`src/rtl/iob_dma_mc.sv`:
```
// rtl/iob_dma_mc.sv - multi-channel AXIS-to-memory write DMA with round-robin burst arbitration
module iob_dma_mc #(
  parameter int N_CH      = 4,
  parameter int DATA_W    = 32,
  parameter int ADDR_W    = 32,
  parameter int LEN_W     = 16,
  parameter int BURST_LEN = 8,
  localparam int CH_W     = (N_CH > 1) ? $clog2(N_CH) : 1
) (
  input  logic                     clk_i,
  input  logic                     arst_i,
  input  logic                     cke_i,
  input  logic [CH_W-1:0]          cfg_ch_i,
  input  logic [ADDR_W-1:0]        cfg_base_i,
  input  logic [LEN_W-1:0]         cfg_len_i,
  input  logic                     cfg_start_i,
  input  logic [N_CH-1:0]          done_clr_i,
  output logic [N_CH-1:0]          busy_o,
  output logic [N_CH-1:0]          done_o,
  output logic                     irq_o,
  input  logic [N_CH*DATA_W-1:0]   tdata_i,
  input  logic [N_CH-1:0]          tvalid_i,
  output logic [N_CH-1:0]          tready_o,
  output logic                     mem_valid_o,
  output logic [ADDR_W-1:0]        mem_addr_o,
  output logic [DATA_W-1:0]        mem_data_o,
  input  logic                     mem_ready_i
);

  localparam int BC_W  = $clog2(BURST_LEN + 1);
  localparam int BYTES = DATA_W / 8;

  typedef enum logic [1:0] {
    S_IDLE,
    S_GRANT,
    S_XFER
  } state_t;

  state_t state, state_nxt;

  logic [ADDR_W-1:0] base_q [N_CH];
  logic [LEN_W-1:0]  len_q  [N_CH];
  logic [LEN_W-1:0]  cnt_q  [N_CH];
  logic [N_CH-1:0]   busy_q;
  logic [N_CH-1:0]   done_q;
  logic [N_CH-1:0]   start_acc;
  logic [N_CH-1:0]   req;
  logic [CH_W-1:0]   g_q;
  logic [CH_W-1:0]   win;
  logic              win_found;
  logic [BC_W-1:0]   bc_q;
  logic              beat;
  logic              last_word;
  logic              burst_end;

  // A channel requests service only while armed and offering data.
  assign req       = busy_q & tvalid_i;
  assign beat      = (state == S_XFER) && tvalid_i[g_q] && mem_ready_i;
  assign last_word = (cnt_q[g_q] + LEN_W'(1)) == len_q[g_q];
  assign burst_end = (bc_q + BC_W'(1)) == BC_W'(BURST_LEN);

  assign busy_o = busy_q;
  assign done_o = done_q;
  assign irq_o  = |done_q;

  // Accept a start only for an existing, idle channel; out-of-range selects match no k.
  always_comb begin
    start_acc = '0;
    for (int k = 0; k < N_CH; k++) begin
      start_acc[k] = cfg_start_i && (cfg_ch_i == CH_W'(k)) && !busy_q[k];
    end
  end

  // Round-robin winner search starting just after the last granted channel.
  always_comb begin
    win       = g_q;
    win_found = 1'b0;
    for (int i = 1; i <= N_CH; i++) begin
      if (!win_found && req[(int'(g_q) + i) % N_CH]) begin
        win_found = 1'b1;
        win       = CH_W'((int'(g_q) + i) % N_CH);
      end
    end
  end

  // Arbiter state register.
  always_ff @(posedge clk_i or posedge arst_i) begin
    if (arst_i) begin
      state <= S_IDLE;
    end else if (cke_i) begin
      state <= state_nxt;
    end
  end

  // Arbiter next-state: one GRANT cycle, then stream until burst or transfer ends.
  always_comb begin
    state_nxt = state;
    case (state)
      S_IDLE:  if (|req) state_nxt = S_GRANT;
      S_GRANT: state_nxt = S_XFER;
      S_XFER: begin
        if (!busy_q[g_q] || (beat && (last_word || burst_end))) state_nxt = S_IDLE;
      end
      default: state_nxt = S_IDLE;
    endcase
  end

  // Grant pointer doubles as the round-robin "last grant"; burst counter restarts per grant.
  always_ff @(posedge clk_i or posedge arst_i) begin
    if (arst_i) begin
      g_q  <= CH_W'(N_CH - 1);
      bc_q <= '0;
    end else if (cke_i) begin
      if (state == S_IDLE && win_found) g_q <= win;
      if (state == S_GRANT) begin
        bc_q <= '0;
      end else if (beat) begin
        bc_q <= bc_q + BC_W'(1);
      end
    end
  end

  // Per-channel descriptor, progress and flags; a completion outranks a same-cycle clear.
  always_ff @(posedge clk_i or posedge arst_i) begin
    if (arst_i) begin
      busy_q <= '0;
      done_q <= '0;
      for (int k = 0; k < N_CH; k++) begin
        base_q[k] <= '0;
        len_q[k]  <= '0;
        cnt_q[k]  <= '0;
      end
    end else if (cke_i) begin
      for (int k = 0; k < N_CH; k++) begin
        if (done_clr_i[k]) done_q[k] <= 1'b0;
        if (start_acc[k]) begin
          base_q[k] <= cfg_base_i;
          len_q[k]  <= cfg_len_i;
          cnt_q[k]  <= '0;
          busy_q[k] <= (cfg_len_i != '0);
          done_q[k] <= (cfg_len_i == '0);
        end
        if (beat && (g_q == CH_W'(k))) begin
          cnt_q[k] <= cnt_q[k] + LEN_W'(1);
          if (last_word) begin
            busy_q[k] <= 1'b0;
            done_q[k] <= 1'b1;
          end
        end
      end
    end
  end

  // Combinational pass-through from the granted stream to the memory port.
  always_comb begin
    mem_valid_o = 1'b0;
    mem_addr_o  = '0;
    mem_data_o  = '0;
    tready_o    = '0;
    if (state == S_XFER) begin
      mem_valid_o   = tvalid_i[g_q];
      mem_data_o    = tdata_i[int'(g_q) * DATA_W +: DATA_W];
      mem_addr_o    = base_q[g_q] + ADDR_W'(cnt_q[g_q]) * ADDR_W'(BYTES);
      tready_o[g_q] = mem_ready_i;
    end
  end

endmodule

```
`config.mk`:
```
export PLATFORM = sky130hd
export DESIGN_NAME = iob_dma_mc
export DESIGN_NICKNAME = d
export VERILOG_FILES = /design/src/rtl/iob_dma_mc.sv
export SDC_FILE = /design/constraint.sdc
export NUM_CORES = 1
export LEC_CHECK = 0
export BUFFER_PORTS_ARGS = -buffer_cell sky130_fd_sc_hd__buf_2
export CAP_MARGIN = 20
export CELL_PAD_IN_SITES_DETAIL_PLACEMENT = 0
export CELL_PAD_IN_SITES_GLOBAL_PLACEMENT = 1
export CORE_MARGIN = 5
export CORE_UTILIZATION = 47
export CTS_BUF_LIST = sky130_fd_sc_hd__clkbuf_8
export CTS_CLUSTER_DIAMETER = 120
export DETAILED_ROUTE_END_ITERATION = 6
export PLACE_DENSITY_LB_ADDON = 0.1
export SYNTH_ARGS = -nofsm -noshare
export SYNTH_HDL_FRONTEND = slang
export SYNTH_SLANG_ARGS = --single-unit
```
`constraint.sdc`:
```
create_clock -name clk_i -period 10 [get_ports clk_i]
set_input_delay 1 -clock clk_i [delete_from_list [all_inputs] [get_ports clk_i]]
set_output_delay 1 -clock clk_i [all_outputs]
set_load 0.02 [all_outputs]
```
Word level (Yosys, flattened, before mapping). Cells that the tools add are included.

Bits in registers: 272. Bits in latches: 0. Bits in writable memories: 0. ROM bits: 0. Input port bits: 191. Output and inout bits: 78. Logic and storage cells: 193. Memories: 0.

Add/subtract/negate cells: 11. $mul: 0. Divide/modulo/power cells: 0. $lt $le $gt $ge: 7. Eq/ne operators: 12. Shift-type cells: 1. Muxes and demuxes: 80. Bitwise logic cells: 7. Reduce and logical (&&, ||, !) cells: 58.

Operators with widths (number): 2-to-1 mux 16 bit (12); 2-to-1 mux 32 bit (4); variable part select 128 x 8 -> 32 bit (1); adder 16 x 1 -> 16 bit (second input constant) (5); binary-select mux 16 bit (select 2 bit) (2); binary-select mux 32 bit (select 2 bit) (1); 2-to-1 mux 1 bit (44); adder 32 x 18 -> 32 bit (1); logical AND 1 bit (20); AND reduction 2 bit (9); equality test 16 bit (1); zero test 16 bit (1); less-than comparator 3 x 4 -> 1 bit (second input constant) (4); nonzero test 16 bit (1); binary-select mux 1 bit (select 2 bit) (6); 2-to-1 mux 2 bit (6); 2-to-1 mux 4 bit (3); equality test 2 bit (second input constant) (5); nonzero test 2 bit (5); AND 4 bit (2); zero test 1 bit (8); OR reduction 2 bit (4); OR reduction 4 bit (2); equality test 2 x 1 -> 1 bit (second input constant) (3); 16 further kinds (26).

Depth between registers and ports, before layout.
Depth in word-level cells: 18. Depth in mapped cells: 19. Gate-level depth less buffers: 11.

Worst setup path after synthesis. Ideal clock, no wire load.

Kind: register to output. Start point: reg g_q[0]. End point: out mem_addr_o[19]. Arrival time: 5.353 ns. Slack: 3.647 ns. Cell stages (with the launch flop): 19. Buffers on the path: 8. Cell sequence: dfstp_2 buf_6 buf_12 buf_6 buf_6 buf_1 buf_2 buf_2 mux4_2 ha_1 a21o_1 a21o_1 a2111oi_0 nor4_1 or3_1 a31o_2 clkbuf_1 a21o_1 a21oi_1.

Longest elaborated chain between the ends: 6. Elaborated cells on any way between the ends: 9. Classes of those cells: 1 x add/sub; 7 x mux; 1 x bitwise.

Ends and longest elaborated chain: start, declared (line 48) `logic [CH_W-1:0] g_q;`; start signal, assigned (line 111) `g_q <= CH_W'(N_CH - 1);`; start signal, assigned (line 114) `if (state == S_IDLE && win_found) g_q <= win;`; inverter 2 -> 3 bit (not written as such) (*) (line 163) `mem_addr_o = base_q[g_q] + ADDR_W'(cnt_q[g_q]) * ADDR_W'(BYTES);`; binary-select mux 32 bit (select 2 bit) / binary-select mux 16 bit (select 2 bit) (equally long branches) (line 163); 2-to-1 mux 32 bit (not written as such) / 2-to-1 mux 16 bit (equally long branches) (2 in series) (line 163); adder 32 x 18 -> 32 bit (*) (line 163); 2-to-1 mux 32 bit (*) (line 160) `if (state == S_XFER) begin`; end, declared (line 25) `output logic [ADDR_W-1:0] mem_addr_o,`.

Mark *: on every way between the ends. The rest lies on a longest branch, timed or not. The select of a mux whose other input is x is not followed.

Worst setup path after layout.
Start point: reg g_q[1]. End point: out mem_addr_o[22].

The elaborated chain is that of the path after synthesis.

==> out/metrics.cfg <==
[outcome]
outcome = finished, violations left
violations = design-rule violations

[critical_path]
crit_top_cell = a21oi_1
critPathCaptureType = primary output
cp_max_fo = 67
slowest_delay_ns = 1.17
crit_type = reg -> out
start_kind = flip-flop
path_cells = buf_4, mux4_2, fa_1, a21o_1, a21oi_1, o21bai_1, a2111oi_0, o31ai_1, a31oi_1, o21ai_0, a21oi_1, buf_2
cp.arrival_ns = 6.36
required_ns = 9.00
crit_slowest_cell = dfstp_4

[pwr]
p_per_area_nw_per_um2 = 263
p_seq_share_pct = 33.3
p_clk_share_pct = 20.7
pwr-share-comb_pct = 46.0
ir_worst_vdd_uv = 211
p_int_w = 0.00293
switching_share_pct = 38.8
p_leak_nw = 8.44
power_switching_w = 0.00186
p_total_w = 0.00479

[cts]
path_clk_slew_ns = 0.06
post-cts-setup-buffers = 0
clockRootBuffer = clkbuf_8
clock-sinks = 272
cts_buffer_depth = 3
hold_buffers = 0
cts_resized = 0
h-tree-depth = 2
insertion_delay_ns = 0.57
cts_buffers = 47
cts_tree = done

[floorplanning]
initial_core_util_pct = 47.8
core_um2 = 32700
dieWidth_um = 192
io_pins = 269
fp-row-count = 66
die-height_um = 192
die_area_um2 = 37000

[synthesis]
syn_area_um2 = 15600
netlist.area_leader.share_pct = 43.2
ys_types = 73
synth_top_cell_by_area = dfrtp_1
ys_seq_area_share_pct = 43.5
synth-seq-cells = 272
ys_top_cells_by_area = dfrtp_1, mux4_2, mux2_2, xor2_1, ha_1
avgSynthCellArea_um2 = 12.1
synth_top_family_by_area = multiplexers
ys_warn_count = 0
netlist_instances = 1291
synth_xor_area_share_pct = 3.91
synthMuxAreaShare_pct = 28.3
synth-compound-area-share_pct = 7.10
async_flop_share_pct = 100
synthAdderAreaFrac_pct = 2.21
synth_edf_count = 0
synthSimpleGateAreaFrac_pct = 12.1
syn_nets = 1509
ys.flop_type = dfrtp_1

[placement]
place_ws_ns = 3.22
io_buffers = 268
dp_hpwl_um = 33700
routabilityCongestion = 0.852

[sta]
maxSlewHeadroom_pct = 28.6
setup_viol = 0
tns_ns = 0
drv_slew = 0
fmax_ghz = 0.136
layout_setup_ws_ns = 2.64
fin_crit_sh_pct = 73.6
timing.final.crit_period_ns = 7.36
grt_setup_unrepaired = false
hold_viol = 0
tightest_slew_ns = 1.07
fin_skew_ns = 0.0217

[cells_and_area]
layout_commonest_cell = dfrtp_1
final_util_pct = 55.8
final_nets = 1769
area_delta_synth_final_pct = 16.6
drive_gt1_share_pct = 41.6
layout_common_cells = dfrtp_1, buf_2, mux2_2

[run]
drv_cap = 0

[global_routing]
grt_pass1_vias = 11900
track_usage_pct = 24.8
grt_max_degree = 147
grt_overflow = 0
antenna_found_initial = 7
grt_pass1_wl_um = 70300

[routing]
postRouteAntennaNets = 0
routed_wl_um = 46500
viasPerCell = 5.75
drt_first_pass_iters = 7
drc = 3
wl_per_cell_um = 23.0
vias = 11700
drt_iter0_drc = 568

[min_path]
hold_path_class = reg -> reg

-- stage by stage --
stage                     instances  instance area [um^2]  hold slack, ns
after CTS                      2020                 18200           0.500
after floorplan                1291                 15600           0.472
after global routing           2026                 18200           0.507
after detailed placement       1942                 17300           0.487
after global placement         1942                 17300           0.481
final                          2027                 18200           0.497
-- cells by family (layout without fill, tap and decap cells) --
| family | after synthesis | after routing |
|---|---|---|
| AO/OA/AOI/OAI | 172 | 172 |
| XOR/XNOR | 69 | 69 |
| adder cells (fa/ha/maj) | 27 | 27 |
| buffers and inverters | 95 | 384 |
| flip-flops | 272 | 272 |
| multiplexers | 296 | 296 |
| other | 0 | 5 |
| AND/OR/NAND/NOR | 360 | 360 |
-- sequential cells by signal, indices dropped and copies added (netlist names) --
register  cells
base_q      128
bc_q          4
busy_o        4
cnt_q        64
done_o        4
g_q           2
len_q        64
state         2
-- cell type report --
cell class                      count  area (um^2)
Timing Repair Buffer              280         1440
Sequential cell                   272         6820
Multi-Input combinational cell    924         8400
Clock buffer                       51          702
Antenna cell                        5         12.5
Clock inverter                     27          198
Fill cell                        2940        14500
Inverter                           26          105
Tap cell                          442          553
-- routing by layer --
metal / part of all wire (%) / vias up / wire length, um / global-route usage (%)
met3: 5.8 / 82 / 2720 / 4.58
li1: - / 5367 / - / -
met1: 40 / 5867 / 18800 / 30.8
met4: 4.1 / 6 / 1890 / 10.6
met5: 0.088 / - / 41 / 0
met2: 50 / 338 / 23100 / 42.5
-- synth_stat cells, types with 4 or more instances --
| master | count |
|---|---|
| o21a_1 | 6 |
| and4_1 | 5 |
| and2_1 | 8 |
| xor2_1 | 40 |
| dfrtp_1 | 270 |
| inv_1 | 26 |
| a31o_2 | 6 |
| nor2_1 | 84 |
| o311a_1 | 4 |
| or4_1 | 4 |
| nand3_1 | 23 |
| nand2b_1 | 6 |
| clkbuf_1 | 36 |
| o21ai_0 | 55 |
| o21bai_1 | 4 |
| a21o_1 | 8 |
| buf_1 | 14 |
| nand4_1 | 28 |
| nor3_1 | 11 |
| mux2_2 | 192 |
| mux2i_1 | 6 |
| buf_2 | 11 |
| buf_6 | 4 |
| nand2_1 | 84 |
| nor4_1 | 8 |
| mux4_2 | 97 |
| xnor2_1 | 28 |
| and3_1 | 50 |
| or3_1 | 23 |
| a21oi_1 | 43 |
| ha_1 | 26 |
| a31oi_1 | 13 |
| a22oi_1 | 5 |
| o31ai_1 | 4 |
-- power by group through the flow --
stage / Sequential (W) / Clock, W / Combinational [W]
2_1_floorplan: 0.00148 / 0 / 0.00169
3_3_place_gp: 0.00161 / 0 / 0.00220
3_5_place_dp: 0.00162 / 0 / 0.00222
4_1_cts: 0.00160 / 0.00102 / 0.00223
5_1_grt: 0.00164 / 0.00107 / 0.00238
6_report: 0.00159 / 0.000993 / 0.00220
-- final timing paths --
kind | start | slack [ns] | endpoint | cells after the start
min in group asynchronous | arst_i | 0.60 | base_q[63] | 2
hold reg to reg | len_q[31] | 0.50 | len_q[31] | 1
setup reg to reg | g_q[1] | 5.32 | busy_o[3] | 9
setup / recovery | g_q[1] | 2.64 | mem_addr_o[22] | 12
hold / removal | len_q[31] | 0.50 | len_q[31] | 1
max in group asynchronous | arst_i | 8.03 | base_q[100] | 3
-- worst max-delay path, delay by kind of cell (launching register included) --
family                   cells  cell delay (ns)
AO/OA/AOI/OAI                8             2.78
adder cells (fa/ha/maj)      1             0.48
buffers and inverters        2             0.82
flip-flops                   1             1.17
multiplexers                 1             0.49
Power figures use the tool's default switching activity.
